### src/rtl/sub4_serial.sv
// Bit-serial subtractor D = inA - inB, LSB first, one full-subtractor cell per clock.
// Latency WIDTH+1 cycles from the accepting start edge to done; start is ignored while busy or done.
module sub4_serial #(
   parameter int WIDTH = 4
) (
   input  logic             clk,
   input  logic             rst,
   input  logic             start,
   input  logic [WIDTH-1:0] inA,
   input  logic [WIDTH-1:0] inB,
   output logic             busy,
   output logic             done,
   output logic [WIDTH-1:0] diff,
   output logic             bout,
   output logic             is_overflowed
);

   localparam int CW = (WIDTH > 2) ? $clog2(WIDTH) : 1;

   typedef enum logic [1:0] {IDLE, RUN, DONE} state_t;

   state_t           state, state_nxt;
   logic [WIDTH-1:0] a_sr, b_sr, res_sr;
   logic [WIDTH-1:0] a_lat, b_lat;
   logic             br;
   logic [CW-1:0]    cnt;

   logic             d_bit;
   logic             br_nxt;
   logic             last_bit;
   logic [WIDTH-1:0] res_nxt;

   always_comb begin
      d_bit    = a_sr[0] ^ b_sr[0] ^ br;
      br_nxt   = (~a_sr[0] & b_sr[0]) | (~(a_sr[0] ^ b_sr[0]) & br);
      res_nxt  = {d_bit, res_sr[WIDTH-1:1]};
      last_bit = (cnt == CW'(WIDTH-1));
   end

   always_ff @(posedge clk) begin
      if (rst) state <= IDLE;
      else     state <= state_nxt;
   end

   always_comb begin
      state_nxt = state;
      busy      = 1'b0;
      done      = 1'b0;
      case (state)
         IDLE: if (start) state_nxt = RUN;
         RUN: begin
            busy = 1'b1;
            if (last_bit) state_nxt = DONE;
         end
         DONE: begin
            done      = 1'b1;
            state_nxt = IDLE;
         end
         default: state_nxt = IDLE;
      endcase
   end

   // The final bit is folded straight into the outputs on the DONE entry edge.
   always_ff @(posedge clk) begin
      if (rst) begin
         a_sr          <= '0;
         b_sr          <= '0;
         res_sr        <= '0;
         a_lat         <= '0;
         b_lat         <= '0;
         br            <= 1'b0;
         cnt           <= '0;
         diff          <= '0;
         bout          <= 1'b0;
         is_overflowed <= 1'b0;
      end else begin
         case (state)
            IDLE: begin
               if (start) begin
                  a_sr  <= inA;
                  b_sr  <= inB;
                  a_lat <= inA;
                  b_lat <= inB;
                  br    <= 1'b0;
                  cnt   <= '0;
               end
            end
            RUN: begin
               a_sr   <= a_sr >> 1;
               b_sr   <= b_sr >> 1;
               res_sr <= res_nxt;
               br     <= br_nxt;
               cnt    <= cnt + CW'(1);
               if (last_bit) begin
                  diff          <= res_nxt;
                  bout          <= br_nxt;
                  is_overflowed <= (a_lat[WIDTH-1] != b_lat[WIDTH-1]) &&
                                   (res_nxt[WIDTH-1] != a_lat[WIDTH-1]);
               end
            end
            default: ;
         endcase
      end
   end

endmodule

### config.mk
export PLATFORM = sky130hd
export DESIGN_NAME = sub4_serial
export DESIGN_NICKNAME = d
export VERILOG_FILES = /design/src/rtl/sub4_serial.sv
export SDC_FILE = /design/constraint.sdc
export NUM_CORES = 1
export LEC_CHECK = 0
export ABC_AREA = 1
export CAP_MARGIN = 20
export CELL_PAD_IN_SITES_DETAIL_PLACEMENT = 1
export CELL_PAD_IN_SITES_GLOBAL_PLACEMENT = 2
export CORE_ASPECT_RATIO = 1.75
export CORE_UTILIZATION = 25
export CTS_CLUSTER_SIZE = 8
export DETAILED_ROUTE_END_ITERATION = 7
export PLACE_DENSITY = 0.83
export RECOVER_POWER = 100
export SLEW_MARGIN = 40
export SYNTH_ARGS = -nofsm -noshare
export SYNTH_HDL_FRONTEND = slang
export SYNTH_SLANG_ARGS = --single-unit
export TNS_END_PERCENT = 1
### constraint.sdc
create_clock -name clk -period 1.2 [get_ports clk]
set_clock_uncertainty 0.05 [all_clocks]
set_input_delay 0.18 -clock clk [delete_from_list [all_inputs] [get_ports clk]]
set_output_delay 0.18 -clock clk [all_outputs]
set_load 0.02 [all_outputs]
==> results of run 1 <==
==> registers in the layout, summed over array words and instances, names as in the netlist, 2 cells and up <==
register  cells
a_sr          4
diff          4
cnt           2
b_sr          4
state         2
res_sr        3
==> where the power goes <==
group          switching (mW)  total (mW)  internal, mW
Clock                   0.258       0.551         0.293
Combinational           0.155       0.297         0.142
Sequential             0.0302       0.873         0.842
==> cell families after synthesis <==
group / Yosys count / share of synthesized area [%]
compound gates: 19 / 9.37
fa+ha+maj: 2 / 3.08
buf+inv: 25 / 11.1
flops: 24 / 45.6
simple gates: 77 / 30.8
==> layout make-up <==
type | count | area (um^2)
clock buffer | 4 | 55.1
fill | 494 | 2470
inverter | 20 | 75.1
multi-input combinational | 98 | 475
sequential | 24 | 485
tap | 48 | 60.1
timing repair buffer | 33 | 318
==> worst max-delay path: stages, from the launching register on <==
cell	delay (ns)
dfxtp_2	0.35
inv_2	0.04
fa_2	0.56
inv_1	0.06
nand3_1	0.06
nand3_1	0.08
nand2_1	0.07
inv_1	0.03
==> cells in the final DEF, fill, tap and decap left out, types with 2 or more instances in the layout <==
cell	instances
buf_12	2
inv_2	3
clkdlybuf4s15_1	4
dfxtp_1	20
clkdlybuf4s50_1	10
nand2_1	39
a21oi_1	10
dfxtp_2	4
nor2_1	20
clkbuf_8	4
inv_1	17
buf_4	10
nand3_1	14
dlygate4sd2_1	2
buf_6	3
o21ai_0	6
==> routing by layer <==
metal / track usage [%] / up-vias / share of wire [%]
met5: 0 / - / 0
met4: 6.82 / 0 / 1.7
met3: 1.22 / 4 / 2.0
met2: 26.2 / 13 / 55
met1: 15.2 / 469 / 41
li1: - / 518 / -
==> repair_timing <==
action                                  CTS  global route
endpoints found under the setup margin   15            25
setup buffers                             0             1
pin swaps                                 0             4
resized for setup                        18            16
hold endpoints to repair                  0             0
==> final timing paths <==
path                                      end    start  slack [ns]  cells past startpoint
worst max-delay path            is_overflowed       br       -0.19                      7
worst min-delay path                  diff[2]  diff[2]        0.42                      2
worst max register to register  is_overflowed       br       -0.19                      7
worst min register to register        diff[2]  diff[2]        0.42                      2
==> through the flow <==
stage                     setup WS [ns]  hold slack [ns]
after floorplan                 -0.0947            0.317
after global placement           -0.188            0.403
after detailed placement         -0.214            0.408
after CTS                        -0.227            0.421
after global routing             -0.250            0.441
final                            -0.186            0.416
==> impl_metrics.yaml, run 1 <==
outcome:
  outcome: "finished, violations left"
  violations: "setup timing"
timing:
  max_freq_mhz: 722
  worst_pin_slew_ns: 0.227
  slew_headroom_pct: 84.8
  fin_crit_ns: 1.39
  rsz0062_at_grt: "yes"
  setup_viol: 8
  hold_violations: 0
  maxSlewViolCount: 0
  fin_crit_sh_pct: 115
  fin_ws_ns: -0.186
  setup-tns-final_ns: -0.449
final_layout:
  final_layout_size_suffix_gt1_share_pct: 19.0
  final_util_pct: 37.3
  area_delta_synth_final_pct: 39.3
  diodes: 0
  final_cell_count_no_fill: 227
  final_cell_area_um2: 1470
  fin_nets: 193
global_routing:
  grt.overflow.total: 0
  grt_pass1_vias: 1061
  grtUsageTotal_pct: 14.0
  grt_pass1_wl_um: 4670
  grt_max_degree: 14
  grt_antenna_before_repair: 0
route:
  postRouteAntennaNets: 0
  drtIter0Drc: 15
  firstDrtPassIters: 3
  vias_per_cell: 4.42
  via_count: 1004
  post-route-drc-count: 0
  wirelength_um: 2780
  wire_per_inst_um: 12.2
die:
  die_area_um2: 4490
  core_region_area_um2: 3940
  ios: 19
  initial_core_util_pct: 26.8
  row_count: 30
  die_h_um: 87.9
  die_x_um: 51.1
cts:
  numCtsBuffers: 3
  cts_root_buf: "clkbuf_8"
  clkSinkCount: 24
  cts.path.max_buffers: 2
  clk_pin_slew_ns: 0.08
  clkLatencyLatePin_ns: 0.27
  htreeDepth: 1
  hold_buffers: 0
  cts_tree: "done"
power_and_ir_drop:
  p_leak_nw: 0.651
  vdd_drop_max_mv: 0.834
  p_per_area_nw_per_um2: 1170
  finalPower_mw: 1.72
synth:
  synth_area_leaders: "dfxtp_1 (46%), nand2_1 (14%), nand3_1 (7.1%), nor2_1 (7.1%), inv_1 (6.4%)"
  synth_nets: 160
  synth_edf_count: 0
  synthCells: 147
  async_reset_ff_share_pct: 0
  ys.warnings.count: 0
  synth_area_um2: 1050
  yosysSeqAreaShare_pct: 45.6
  yosysMostFrequentCell: "nand2_1"
  synth_area_leader_cell: "dfxtp_1"
  syn_area_per_cell_um2: 7.18
  synth-main-ff-cell: "dfxtp_1"
  synth_common_cells: "nand2_1 (39), dfxtp_1 (24), nor2_1 (20)"
  synth_top_area_share_pct: 45.6
  ys_ff_latch: 24
  synth_cell_types: 18
critical_path:
  cp-start-kind: "flop"
  cp-end-kind: "flop"
  critPathKind: "reg -> reg"
  cp.required_ns: 1.33
  arrival_ns: 1.51
  crit_fanout: 3
placement:
  dpl_cell_area_um2: 1380
  gp_congestion: 0.724
  dp.cells: 222
  io_buffer_count: 18
  hpwlAfterDp_um: 2170
flow_run:
  cap_violations: 0
hold_path:
  hold_class: "reg -> reg"
Note: power is estimated with default switching activity, not from simulation.
==> run 2: changes to the inputs <==
--- a/config.mk
+++ b/config.mk
@@ -10,6 +10,7 @@
 export CELL_PAD_IN_SITES_DETAIL_PLACEMENT = 1
 export CELL_PAD_IN_SITES_GLOBAL_PLACEMENT = 2
 export CORE_ASPECT_RATIO = 1.75
+export CORE_MARGIN = 10
 export CORE_UTILIZATION = 25
 export CTS_CLUSTER_SIZE = 8
 export DETAILED_ROUTE_END_ITERATION = 7
==> impl_metrics.yaml, run 2 (same netlist as run 1, synthesis figures left out) <==
placement:
  gp_congestion: 0.765
  dp.cells: 217
  hpwlAfterDp_um: 2340
  dpl_cell_area_um2: 1330
  io_buffer_count: 18
route:
  routed.top_layer: "met4"
  firstDrtPassIters: 4
  vias_per_cell: 4.57
  drtIter0Drc: 38
  wl_met1_um: 1220
  post-route-drc-count: 0
  wl_met2_um: 1610
  wire_per_inst_um: 13.4
  wirelength_um: 2960
  postRouteAntennaNets: 0
  wl_met3_um: 91
  via_count: 1009
global_routing:
  grtUsageTotal_pct: 8.50
  grt_pass1_wl_um: 5200
  grt_antenna_before_repair: 0
  grt_max_degree: 18
  grt.overflow.total: 0
  grt_pass1_vias: 1158
critical_path:
  cp-end-kind: "flop"
  arrival_ns: 1.48
  crit_buf_inv: 3
  slowest_delay_ns: 0.57
  cp_slowest_cell: "fa_2"
  crit_fanout: 3
  path_delay_family: "adder cells"
  critPathKind: "reg -> reg"
  critical_path.cell_chain: "inv_2, fa_2, inv_2, nand3_2, nand3_2, nand2_1, inv_1"
  cp-start-kind: "flop"
  cp.required_ns: 1.32
timing:
  max_freq_mhz: 735
  rsz0062_at_grt: "yes"
  slew_headroom_pct: 73.4
  maxSlewViolCount: 0
  hold_violations: 0
  setup_viol: 7
  fin_ws_ns: -0.160
  setup-tns-final_ns: -0.339
  fin_crit_ns: 1.36
  worst_pin_slew_ns: 0.399
  fin_crit_sh_pct: 113
cts:
  cts_root_buf: "clkbuf_8"
  clkLatencyLatePin_ns: 0.26
  cts_tree: "done"
  hold_buffers: 0
  htreeDepth: 1
  numCtsBuffers: 3
  cts_setup_buffers: 0
  clkSinkCount: 24
  cts.path.max_buffers: 2
  clk_pin_slew_ns: 0.08
final_layout:
  diodes: 0
  final_layout_size_suffix_gt1_share_pct: 20.9
  fill_cells: 545
  final_cell_count_no_fill: 221
  layout_common_cells: "nand2_1 (39), nor2_1 (19), dfxtp_1 (18), inv_1 (15), nand3_1 (12)"
  reg.largest.list: "a_sr: 4 flops, b_sr: 4 flops, diff: 4 flops"
  final_common_cell: "nand2_1"
  area_delta_synth_final_pct: 33.2
  final_cell_area_um2: 1410
  fin_nets: 186
die:
  row_count: 31
  initial_core_util_pct: 25.7
  ios: 19
  die_h_um: 106
  die_x_um: 69.1
  core_region_area_um2: 4110
  die_area_um2: 7320
power_and_ir_drop:
  vdd_drop_max_mv: 0.510
  finalPower_mw: 1.69
  p_leak_nw: 0.603
  p_per_area_nw_per_um2: 1210
hold_path:
  hold_class: "reg -> reg"
outcome:
  violations: "setup timing"
  outcome: "finished, violations left"
flow_run:
  cap_violations: 0
==> run 2: metal layers <==
metal | GRT usage [%] | vias up
li1 | - | 503
met1 | 8.34 | 483
met2 | 16.1 | 19
met3 | 2.14 | 4
met4 | 3.76 | 0
met5 | 0 | -
==> run 2: layout make-up <==
cell class | count | area [um^2] | area share, %
Inverter | 20 | 75.1 | 5.34
Sequential cell | 24 | 488 | 34.7
Tap cell | 49 | 61.3 | 4.36
Timing Repair Buffer | 26 | 234 | 16.7
Clock buffer | 4 | 55.1 | 3.92
Multi-Input combinational cell | 98 | 492 | 35.0
==> run 2: what timing repair did <==
item,CTS,global route
gates resized for setup,18,24
pin swaps,0,4
setup endpoints to repair,20,26
==> run 2: final timing paths <==
check / from / to / slack, ns / cells after the start
worst min-delay path: b_sr[3] / b_sr[3] / 0.41 / 2
worst min register to register: b_sr[3] / b_sr[3] / 0.41 / 2
worst max-delay path: br / is_overflowed / -0.16 / 7
worst max register to register: br / is_overflowed / -0.16 / 7
==> run 2: tightest hold or removal path, delay by kind of cell (launching register included) <==
kind,cells,cell delay (ns)
DFF,1,0.32
AOI/OAI and AO/OA,1,0.05
and+or+nand+nor,1,0.06
==> run 2: power by group <==
group / internal [mW] / total (mW) / switching, mW / leakage (nW)
clock network: 0.293 / 0.540 / 0.247 / 0.0288
registers: 0.844 / 0.875 / 0.0314 / 0.199
logic: 0.124 / 0.279 / 0.155 / 0.375
total: 1.26 / 1.69 / 0.433 / 0.603
==> run 2: per-stage QoR <==
stage | hold slack (ns) | setup WS (ns) | util (%)
after global placement | 0.401 | -0.246 | 32.3
final | 0.415 | -0.160 | 34.2
after global routing | 0.433 | -0.224 | 34.2
after floorplan | 0.317 | -0.0947 | -
after detailed placement | 0.406 | -0.241 | 32.3
after CTS | 0.419 | -0.255 | 33.5
